--- config.mk ---
export PLATFORM = sky130hd
export DESIGN_NAME = sprite_scanline_renderer
export DESIGN_NICKNAME = d
export VERILOG_FILES = /design/src/rtl/sprite_scanline_renderer_pkg.sv /design/src/rtl/sprite_scanline_renderer.sv
export SDC_FILE = /design/constraint.sdc
export NUM_CORES = 1
export LEC_CHECK = 0
export CORE_ASPECT_RATIO = 0.75
export CORE_MARGIN = 2
export CORE_UTILIZATION = 51
export DETAILED_ROUTE_END_ITERATION = 10
export PLACE_DENSITY = 0.85
export REMOVE_ABC_BUFFERS = 1
export SLEW_MARGIN = 0
export SYNTH_ARGS = -nofsm -noshare
export SYNTH_HDL_FRONTEND = slang
export SYNTH_SLANG_ARGS = --single-unit
--- constraint.sdc ---
create_clock -name clk -period 4.7 [get_ports clk]
set_input_delay 1.175 -clock clk [delete_from_list [all_inputs] [get_ports clk]]
set_output_delay 1.175 -clock clk [all_outputs]
set_load 0.005 [all_outputs]
--- src/rtl/sprite_scanline_renderer_pkg.sv ---
// Shared definitions for the sprite scanline renderer: FSM state type and
// the width of the visible region of a scanline.
package sprite_scanline_renderer_pkg;

  localparam int unsigned H_DISPLAY = 256;

  typedef enum logic [2:0] {
    WAIT_VSTART = 3'd0,
    WAIT_LOAD   = 3'd1,
    LOAD_SETUP  = 3'd2,
    LOAD_FETCH  = 3'd3,
    WAIT_HSTART = 3'd4,
    DRAW        = 3'd5
  } state_e;

endpackage

--- src/rtl/sprite_scanline_renderer.sv ---
// Single-sprite scanline renderer. Fetches one bitmap row per line from an
// external synchronous ROM during hblank and serialises it onto gfx, one
// cycle behind hpos to line up with the timing generator's registered
// display_on. gfx is not masked here; the colour mixer does that.
module sprite_scanline_renderer
  import sprite_scanline_renderer_pkg::*;
#(
  parameter int WIDTH     = 8,
  parameter int HEIGHT    = 16,
  parameter int ABITS     = 4,
  parameter int LOAD_HPOS = 270
) (
  input  logic             clk,
  input  logic             reset,
  input  logic [8:0]       hpos,
  input  logic [8:0]       vpos,
  input  logic [8:0]       sprite_x,
  input  logic [8:0]       sprite_y,
  output logic [ABITS-1:0] rom_addr,
  input  logic [WIDTH-1:0] rom_bits,
  output logic             gfx,
  output logic             in_progress
);

  localparam int XBITS = (WIDTH > 1) ? $clog2(WIDTH) : 1;

  localparam logic [8:0]       LOAD_H = 9'(LOAD_HPOS);
  localparam logic [8:0]       H_DISP = 9'(H_DISPLAY);
  localparam logic [ABITS-1:0] YLAST  = ABITS'(HEIGHT - 1);
  localparam logic [XBITS-1:0] XLAST  = XBITS'(WIDTH - 1);

  state_e             state_q;
  logic [ABITS-1:0]   ycount_q;
  logic [XBITS-1:0]   xcount_q;
  logic [WIDTH-1:0]   rowbits_q;
  logic [8:0]         xlatch_q;
  logic [ABITS-1:0]   rom_addr_q;
  logic               gfx_q;
  logic               in_progress_q;

  logic [XBITS-1:0]   pix_idx;

  // Bit position in the latched row of the pixel emitted this cycle.
  always_comb begin
    pix_idx = XLAST - xcount_q;
  end

  // Sprite FSM with registered ROM address, pixel and busy outputs.
  always_ff @(posedge clk) begin
    if (reset) begin
      state_q       <= WAIT_VSTART;
      ycount_q      <= '0;
      xcount_q      <= '0;
      rowbits_q     <= '0;
      xlatch_q      <= '0;
      rom_addr_q    <= '0;
      gfx_q         <= 1'b0;
      in_progress_q <= 1'b0;
    end else begin
      gfx_q <= 1'b0;
      case (state_q)
        WAIT_VSTART: begin
          if (hpos == '0 && vpos == sprite_y) begin
            state_q       <= WAIT_LOAD;
            ycount_q      <= '0;
            in_progress_q <= 1'b1;
          end
        end
        WAIT_LOAD: begin
          if (hpos == LOAD_H) begin
            state_q    <= LOAD_SETUP;
            rom_addr_q <= ycount_q;
          end
        end
        LOAD_SETUP: begin
          state_q <= LOAD_FETCH;
        end
        LOAD_FETCH: begin
          rowbits_q <= rom_bits;
          xlatch_q  <= sprite_x;
          state_q   <= WAIT_HSTART;
        end
        WAIT_HSTART: begin
          if (hpos == xlatch_q && xlatch_q < H_DISP) begin
            // Pixel 0 is registered on the entry edge so that pixel k is
            // visible while hpos == xlatch+1+k; DRAW then covers pixels 1..WIDTH-1.
            state_q  <= DRAW;
            gfx_q    <= rowbits_q[WIDTH-1];
            xcount_q <= XBITS'(1);
          end else if (hpos == LOAD_H) begin
            if (ycount_q == YLAST) begin
              state_q       <= WAIT_VSTART;
              in_progress_q <= 1'b0;
            end else begin
              ycount_q   <= ycount_q + 1'b1;
              rom_addr_q <= ycount_q + 1'b1;
              state_q    <= LOAD_SETUP;
            end
          end
        end
        DRAW: begin
          gfx_q    <= rowbits_q[pix_idx];
          xcount_q <= xcount_q + 1'b1;
          if (xcount_q == XLAST) begin
            if (ycount_q == YLAST) begin
              state_q       <= WAIT_VSTART;
              in_progress_q <= 1'b0;
            end else begin
              ycount_q <= ycount_q + 1'b1;
              state_q  <= WAIT_LOAD;
            end
          end
        end
        default: begin
          state_q       <= WAIT_VSTART;
          in_progress_q <= 1'b0;
        end
      endcase
    end
  end

  assign rom_addr    = rom_addr_q;
  assign gfx         = gfx_q;
  assign in_progress = in_progress_q;

endmodule
==> out/metrics.yaml, run 1 <==
status:
  status: "complete, no violations"
die:
  row_count: 18
  ios: 52
  fp.dieH_um: 55.19
  dieWidth_um: 72.25
  initial_utilization_pct: 53.82
  fp.dieArea_sq_um: 3987
  core_sq_um: 3311
clocking:
  clk_path_buf_depth: 2
  clk_latency_ns: 0.28
  cts_tree: "done"
  post_cts_buffers: 0
  numCtsBuffers: 5
  clockRootBuffer: "clkbuf_8"
  hold_buffers: 0
  clock_sinks: 33
  ctsResizeCount: 0
  h-tree-depth: 2
  clk_pin_slew_ns: 0.06
final_layout:
  nets: 308
  final_common_cell: "clkdlybuf4s50_1"
  fill_cells: 264
  area_growth_pct: 33.78
  antenna_cells: 0
  layout_common_cells: "51 x clkdlybuf4s50_1, 40 x nand2_1, 33 x dfxtp_1"
  drive_gt1_share_pct: 6.564
route:
  viasPerCell: 5.736
  routed_wl_um: 4217
  drc: 0
  wl_per_cell_um: 14.10
  dr.first_iter.drc_count: 82
  ant_nets: 0
  vias: 1715
  drt-pass1-iter-count: 4
timing:
  fin_ws_ns: 1.574
  finalCritPeriodShare_pct: 66.52
  hold_violations: 0
  fmax_mhz: 319.9
  min_period_ns: 3.126
  setup_violations: 0
  hold_slack_ns: 0.4516
  slew-limit-headroom_pct: 50.52
  finalClockSkew_ns: 0.005021
  worst_pin_slew_ns: 0.7407
  rsz0062_at_grt: "no"
  slew_viol_final: 0
  tns_ns: 0
place:
  numPortBuffers: 51
  dp_hpwl_um: 2991
  preCtsSetupSlack_ns: 1.319
  finalWeightedCongestion: 0.8226
global_routing:
  grt_pass1_wl_um: 6810
  grtUsageTotal_pct: 22.69
  grt_max_degree: 20
  gr-total-overflow: 0
  grt_pass1_vias: 1532
  antenna_found_initial: 0
power:
  leakage_nw: 0.8514
  peakVddDrop_v: 0.0001775
  p_per_area_nw_per_um2: 231.1
worst_setup_path:
  startpoint_type: "input port"
  required_ns: 4.87
  regToRegSetupSlack_ns: 2.82
  critPathKind: "input port to register"
  worstPathArrival_ns: 3.30
  r2r-end: "xlatch_q[0]"
  end_kind: "register"
  rr_worst_depth: 4
  reg2reg_from: "state_q[0]"
  cp_max_fo: 3
synth:
  ys_seq_area_share_pct: 37.08
  netlist_area_sq_um: 1782
  synth.distinct_cells: 43
  ys_async_sr_fraction_pct: 0
  yosysWarnings: 0
  netlist_instances: 211
  ys_ff_latch: 33
  synth_edf_count: 0
  synth_top_area_share_pct: 37.08
  yosysTopAreaCell: "dfxtp_1"
  syn_area_per_cell_sq_um: 8.444
  synth_area_leaders: "dfxtp_1 37%, xor2_1 8.8%, nand2_1 8.4%"
  synthFlopType: "dfxtp_1"
worst_hold_path:
  hold_path.class: "register to register"
  min-delay-start: "rowbits_q[5]"
  min_to: "rowbits_q[5]"
  worstHoldPathCells: 2
job:
  cap_viol_max_count: 0
[power by group]
group	leakage (nW)	internal [W]	switching, W
Combinational	0.541	0.0000399	0.0000181
Clock	0.0443	0.000116	0.0000972
Sequential	0.266	0.000280	0.000000000459
Total	0.851	0.000436	0.000115
[stage by stage]
stage | cells | area [sq um] | total power (W) | utilization [%]
after floorplan | 200 | 1729 | 0.0002965 | -
after global placement | 292 | 2297 | 0.0003428 | 69.39
after detailed placement | 292 | 2297 | 0.0003435 | 69.39
after CTS | 299 | 2384 | 0.0005536 | 72.00
after global routing | 299 | 2384 | 0.0005735 | 72.00
final | 299 | 2384 | 0.0005509 | 72.00
[metal layers]
metal	vias up	part of all wire (%)	track usage (%)
li1	839	-	-
met1	778	47	29.92
met2	88	41	32.87
met3	10	11	9.964
met4	0	1.2	8.491
met5	-	0	0
[cell families (layout without fill, tap and decap cells)]
family,count (synthesis),in the layout,share of synthesized area (%)
AOI/OAI and AO/OA,44,44,14.82
xor gates and xnor gates,20,20,9.832
adders and majority gates,3,3,2.107
buffers and inverters,13,61,3.371
DFF,33,33,37.08
muxes,11,11,8.075
and+or+nand+nor,87,87,24.72
[area by class of cell]
| class | instances | area (sq um) | share of cell area [%] |
|---|---|---|---|
| Clock buffer | 7 | 86.33 | 3.622 |
| Inverter | 2 | 7.507 | 0.3150 |
| Multi-Input combinational cell | 165 | 1061 | 44.51 |
| Sequential cell | 33 | 660.6 | 27.72 |
| Tap cell | 40 | 50.05 | 2.100 |
| Timing Repair Buffer | 52 | 518.0 | 21.73 |
[Yosys cell counts (all sizes together), types with 3 or more instances]
cell	count
nor2	10
nor2b	4
nand3	5
or3	3
dfxtp	33
mux2	4
nand2b	3
xor2	18
ha	3
a31oi	3
mux2i	5
nand2	40
nor4	5
o21a	3
nor3	3
clkbuf	9
o21ai	4
and3	3
a21oi	24
[worst max path at each step]
| stage | start | to | slack, ns | cells after the start |
|---|---|---|---|---|
| 3_3_place_gp | hpos[4] | ycount_q[3] | 1.40 | 6 |
| 6_report | hpos[4] | ycount_q[3] | 1.57 | 6 |
| 2_1_floorplan | hpos[4] | ycount_q[3] | 1.94 | 5 |
| 3_5_place_dp | hpos[4] | ycount_q[3] | 1.32 | 6 |
| 4_1_cts | hpos[4] | ycount_q[3] | 1.62 | 6 |
| 5_1_grt | hpos[4] | ycount_q[3] | 1.49 | 6 |
[registers in the layout (all words and copies together) (netlist names)]
signal and count:
xlatch_q 9, rowbits_q 8, rom_addr 4, ycount_q 4, state_q 3, xcount_q 3
gfx 1, in_progress 1
[critical path, cell delays in order]
cell and delay, ns:
clkdlybuf4s50_1 0.44, or4_4 0.57, nor4_1 0.39, o2111ai_1 0.22
a22o_1 0.27, mux2_4 0.25
Note: power is estimated with default switching activity, not from simulation.
==> run 2: changes to the inputs <==
--- a/config.mk
+++ b/config.mk
@@ -7,9 +7,9 @@
 export LEC_CHECK = 0
 export CORE_ASPECT_RATIO = 0.75
 export CORE_MARGIN = 2
-export CORE_UTILIZATION = 51
+export CORE_UTILIZATION = 47
 export DETAILED_ROUTE_END_ITERATION = 10
-export PLACE_DENSITY = 0.85
+export PLACE_DENSITY = 0.79
 export REMOVE_ABC_BUFFERS = 1
 export SLEW_MARGIN = 0
 export SYNTH_ARGS = -nofsm -noshare
==> constraint.sdc (replaced) <==
create_clock -name clk -period 3.2 [get_ports clk]
set_input_delay 0.8 -clock clk [delete_from_list [all_inputs] [get_ports clk]]
set_output_delay 0.8 -clock clk [all_outputs]
set_load 0.005 [all_outputs]
==> out/metrics.yaml, run 2 (synthesized netlist as in run 1, its figures left out) <==
route:
  wl_per_cell_um: 12.91  # was 14.10 um
  dr.first_iter.drc_count: 84  # was 82
  drc: 0  # unchanged
  viasPerCell: 5.376  # was 5.736
  routed_wl_um: 4015  # was 4217 um
  ant_nets: 0  # unchanged
  vias: 1672  # was 1715
  drt-pass1-iter-count: 4  # unchanged
die:
  initial_utilization_pct: 48.99  # was 53.82%
  core_sq_um: 3637  # was 3311 sq um
  ios: 52  # unchanged
  row_count: 19  # was 18
  fp.dieArea_sq_um: 4304  # was 3987 sq um
  dieWidth_um: 75.10  # was 72.25 um
  fp.dieH_um: 57.32  # was 55.19 um
timing:
  finalClockSkew_ns: 0.005620  # was 0.005021 ns
  rsz0062_at_grt: "no"  # unchanged
  tns_ns: 0  # unchanged
  min_period_ns: 2.687
  fmax_mhz: 372.1
  finalCritPeriodShare_pct: 83.98
  slew-limit-headroom_pct: 49.79  # was 50.52%
  setup_violations: 0  # unchanged
  fin_ws_ns: 0.5127  # was 1.574 ns
  worst_pin_slew_ns: 0.7515  # was 0.7407 ns
  slew_viol_final: 0  # unchanged
  hold_violations: 0  # unchanged
place:
  dp_hpwl_um: 2997  # was 2991 um
  preCtsSetupSlack_ns: 0.2272  # was 1.319 ns
  numPortBuffers: 51  # unchanged
  finalWeightedCongestion: 0.8770  # was 0.8226
worst_setup_path:
  worstPathArrival_ns: 2.83  # was 3.30 ns
  end_kind: "register"  # unchanged
  crit_path_cell_trace: "clkdlybuf4s50_1, or4_4, or3_4, nor3_4, mux2i_1, nor2_1"  # was clkdlybuf4s50_1, or4_4, nor4_1, o2111ai_1, a22o_1, mux2_4
  cpLargestDelayFamily: "simple AND/OR/NAND/NOR gates"  # unchanged
  startpoint_type: "input port"  # unchanged
  timing.critical_path.buf_inv: 1  # unchanged
  required_ns: 3.34  # was 4.87 ns
  critPathKind: "input port to register"  # unchanged
  regToRegSetupSlack_ns: 1.30  # was 2.82 ns
  critical_path.slowest_cell: "or4_4"  # unchanged
  max_stage_delay_ns: 0.57  # about the same
  cp_max_fo: 4  # was 3
global_routing:
  grt_max_degree: 20  # unchanged
  use_met1_pct: 26.60  # was 29.92%
  met2_usage_pct: 27.07  # was 32.87%
  grt_pass1_wl_um: 6361  # was 6810 um
  grtUsageTotal_pct: 19.36  # was 22.69%
  grtUsageMet3_pct: 8.834  # was 9.964%
  top_usage_layer: "met2"  # unchanged
  antenna_found_initial: 0  # unchanged
  gr-total-overflow: 0  # unchanged
  grt_pass1_vias: 1464  # was 1532
clocking:
  post_cts_buffers: 0  # unchanged
  h-tree-depth: 2  # unchanged
  numCtsBuffers: 5  # unchanged
  cts_tree: "done"  # unchanged
  clock_sinks: 33  # unchanged
  clk_pin_slew_ns: 0.06  # about the same
  ctsResizeCount: 0  # unchanged
  clockRootBuffer: "clkbuf_8"  # unchanged
  clk_latency_ns: 0.28  # about the same
  hold_buffers: 0  # unchanged
  clk_path_buf_depth: 2  # unchanged
status:
  status: "complete, no violations"  # unchanged
final_layout:
  area_growth_pct: 34.62  # was 33.78%
  layout_common_cells: "51 x clkdlybuf4s50_1, 40 x nand2_1, 33 x dfxtp_1"  # unchanged
  final_common_cell: "clkdlybuf4s50_1"  # unchanged
  regMostFlops: "xlatch_q"  # unchanged
  multi_input_area_sq_um: 1061  # unchanged
  antenna_cells: 0  # unchanged
  fill_cells: 314  # was 264
  nets: 308  # unchanged
  register_area_sq_um: 660.6  # unchanged
  largest_registers: "xlatch_q: 9 flops, rowbits_q: 8 flops"  # unchanged
  drive_gt1_share_pct: 6.564  # unchanged
  largest_reg_flops: 9  # unchanged
power:
  peakVddDrop_v: 0.0002758  # was 0.0001775 V
  leakage_nw: 0.8514  # unchanged
  p_per_area_nw_per_um2: 335.3  # was 231.1 nW/um^2
  total_power_w: 0.0008043  # was 0.0005509 W
job:
  cap_viol_max_count: 0  # unchanged
worst_hold_path:
  hold_path.class: "register to register"  # unchanged
## run 2: cell counts in the layout (fill, tap and decap cells not counted)
No cell type changed its count.
## run 2: worst paths after layout
| check | cells after the start | from | to |
|---|---|---|---|
| min reg2reg | 2 | xlatch_q[8] | xlatch_q[8] |
| min | 2 | xlatch_q[8] | xlatch_q[8] |
| max reg2reg | 4 | state_q[2] | rom_addr[1] |
| max | 6 | hpos[4] | rom_addr[0] |
## run 2: layer usage
layer  wire (um)  share of wire, %
met1        1868                47
met2        1665                41
met3         451                11
met4          30              0.75
met5           0                 0
## run 2: layout make-up
class                           instances  area share [%]
Clock buffer                            7           3.599
Timing Repair Buffer                   52           21.60
Inverter                                2          0.3130
Tap cell                               52           2.713
Sequential cell                        33           27.54
Multi-Input combinational cell        165           44.24
## run 2: metrics by stage
step	cell area (sq um)	hold slack (ns)	instances	util [%]
6_report	2399	0.4568	311	65.94
5_1_grt	2399	0.4842	311	65.94
3_5_place_dp	2312	0.4498	304	63.57
3_3_place_gp	2312	0.4430	304	63.57
2_1_floorplan	1729	0.4271	200	-
4_1_cts	2399	0.4571	311	65.94
## run 2: where the power goes
part	leakage (nW)	internal, W	switching, W	total, W
Combinational	0.541	0.0000586	0.0000268	0.0000854
Clock	0.0443	0.000170	0.000138	0.000308
Sequential	0.266	0.000411	0.000000000648	0.000411
## run 2: worst reg2reg max path: stages (launching register included)
cell and delay [ns]:
dfxtp_1 0.51, nor3b_1 0.67, mux2_2 0.41, mux2i_1 0.13
nor2_1 0.05
==> run 3: changes to the inputs <==
--- a/config.mk
+++ b/config.mk
@@ -7,9 +7,9 @@
 export LEC_CHECK = 0
 export CORE_ASPECT_RATIO = 0.75
 export CORE_MARGIN = 2
-export CORE_UTILIZATION = 47
+export CORE_UTILIZATION = 42
 export DETAILED_ROUTE_END_ITERATION = 10
-export PLACE_DENSITY = 0.79
+export PLACE_DENSITY = 0.75
 export REMOVE_ABC_BUFFERS = 1
 export SLEW_MARGIN = 0
 export SYNTH_ARGS = -nofsm -noshare
==> constraint.sdc (replaced) <==
create_clock -name clk -period 2.4 [get_ports clk]
set_input_delay 0.6 -clock clk [delete_from_list [all_inputs] [get_ports clk]]
set_output_delay 0.6 -clock clk [all_outputs]
set_load 0.005 [all_outputs]
==> out/metrics.yaml, run 3 (synthesized netlist as in run 1, its figures left out) <==
route:
  viasPerCell: 5.217  # was 5.376
  ant_nets: 0  # unchanged
  drt-pass1-iter-count: 4  # unchanged
  drc: 0  # unchanged
  wl_per_cell_um: 13.78  # was 12.91 um
  dr.first_iter.drc_count: 99  # was 84
  routed_wl_um: 4574  # was 4015 um
  vias: 1732  # was 1672
timing:
  fmax_mhz: 431.8
  finalCritPeriodShare_pct: 96.50
  slew_viol_final: 0  # unchanged
  finalClockSkew_ns: 0.008360  # was 0.005620 ns
  hold_violations: 0  # unchanged
  slew-limit-headroom_pct: 56.34  # was 49.79%
  rsz0062_at_grt: "no"  # unchanged
  tns_ns: 0  # unchanged
  min_period_ns: 2.316
  worst_pin_slew_ns: 0.6534  # was 0.7515 ns
  setup_violations: 0  # unchanged
  fin_ws_ns: 0.08408  # was 0.5127 ns
worst_setup_path:
  end_kind: "register"  # unchanged
  required_ns: 2.58  # was 3.34 ns
  startpoint_type: "input port"  # unchanged
  critPathKind: "input port to register"  # unchanged
  cp_max_fo: 4  # unchanged
  worstPathArrival_ns: 2.49  # was 2.83 ns
final_layout:
  antenna_cells: 0  # unchanged
  layout_common_cells: "44 x clkdlybuf4s50_1, 40 x nand2_1, 33 x dfxtp_1"  # was 51 x clkdlybuf4s50_1, 40 x nand2_1, 33 x dfxtp_1
  final_util_pct: 65.37  # was 65.94%
  nets: 325  # was 308
  regMostFlops: "xlatch_q"  # unchanged
  final_common_cell: "clkdlybuf4s50_1"  # unchanged
  finalNonFillerCells: 332  # was 311
  largest_reg_flops: 9  # unchanged
  largest_registers: "xlatch_q: 9 flops, rowbits_q: 8 flops"  # unchanged
  drive_gt1_share_pct: 15.16  # was 6.564%
  area_growth_pct: 48.74  # was 34.62%
global_routing:
  grtUsageTotal_pct: 20.72  # was 19.36%
  grt_pass1_vias: 1706  # was 1464
  antenna_found_initial: 0  # unchanged
  grt_max_degree: 22  # was 20
  grt_pass1_wl_um: 7672  # was 6361 um
  gr-total-overflow: 0  # unchanged
clocking:
  clockRootBuffer: "clkbuf_8"  # unchanged
  h-tree-depth: 2  # unchanged
  cts_tree: "done"  # unchanged
  clk_path_buf_depth: 2  # unchanged
  clk_latency_ns: 0.29  # was 0.28 ns
  clk_pin_slew_ns: 0.08  # was 0.06 ns
  clock_sinks: 33  # unchanged
  hold_buffers: 0  # unchanged
  numCtsBuffers: 5  # unchanged
place:
  preCtsSetupSlack_ns: -0.4103  # was 0.2272 ns
  numPortBuffers: 51  # unchanged
  dp_hpwl_um: 3324  # was 2997 um
  dpl.cell_count: 322  # was 304
  finalWeightedCongestion: 0.8537  # was 0.8770
power:
  p_per_area_nw_per_um2: 499.6  # was 335.3 nW/um^2
  peakVddDrop_v: 0.0002981  # was 0.0002758 V
  total_power_w: 0.001324  # was 0.0008043 W
  leakage_nw: 1.032  # was 0.8514 nW
die:
  initial_utilization_pct: 43.95  # was 48.99%
  fp.dieH_um: 60.41  # was 57.32 um
  row_count: 20  # was 19
  fp.dieArea_sq_um: 4784  # was 4304 sq um
  dieWidth_um: 79.21  # was 75.10 um
  core_sq_um: 4054  # was 3637 sq um
  ios: 52  # unchanged
job:
  cap_viol_max_count: 0  # unchanged
status:
  status: "complete, no violations"  # unchanged
worst_hold_path:
  hold_path.class: "register to register"  # unchanged
run 3: cell types whose count changed in the layout (fill, tap and decap cells not counted), moves of 2 or more:
| cell | previous run | this run |
|---|---|---|
| buf_4 | 1 | 18 |
| dlymetal6s2s_1 | 0 | 7 |
| nor4_4 | 0 | 2 |
| nor4_1 | 5 | 3 |
| clkdlybuf4s50_1 | 51 | 44 |
| bufinv_16 | 0 | 2 |
run 3: where the power goes:
group,switching [W],internal [W],leakage [nW]
Combinational,0.0000431,0.0000883,0.698
Sequential,0.00000000102,0.000547,0.266
Clock,0.000227,0.000418,0.0687
run 3: routing by layer:
layer | part of all wire (%) | track usage, % | wire length, um
met1 | 48 | 27.37 | 2175
met4 | 1.6 | 5.911 | 72
met3 | 5.5 | 4.018 | 250
met2 | 45 | 35.35 | 2075
met5 | 0 | 0 | 0
run 3: repair_timing:
item,in CTS,in global routing
gates resized for setup,4,11
hold endpoints to repair,0,0
setup endpoints to repair,7,8
setup buffers,0,2
pin swaps,4,9
cloned,0,0
run 3: worst paths after layout:
check | slack, ns | cells after the start | start | endpoint
max | 0.08 | 6 | hpos[1] | ycount_q[3]
max reg2reg | 0.47 | 4 | state_q[0] | rowbits_q[1]
min | 0.46 | 2 | rowbits_q[5] | rowbits_q[5]
min reg2reg | 0.46 | 2 | rowbits_q[5] | rowbits_q[5]
run 3: stage by stage:
stage	hold WS (ns)	area, sq um
after floorplan	0.4271	1729
after global placement	0.4440	2429
after detailed placement	0.4491	2429
after CTS	0.4598	2596
after global routing	0.4926	2650
final	0.4565	2650
run 3: area by class of cell:
class / count / area [sq um]
Sequential cell: 33 / 660.6
Multi-Input combinational cell: 165 / 1112
Timing Repair Buffer: 69 / 663.1
Clock buffer: 5 / 68.82
Clock inverter: 3 / 68.82
Fill cell: 354 / 1404
Tap cell: 55 / 68.82
Inverter: 2 / 7.507
run 3: critical path: stages:
cell and delay, ns:
clkdlybuf4s50_1 0.45, or4_4 0.45, nor4_4 0.27, nand4b_1 0.21
a22o_1 0.26, mux2_4 0.25
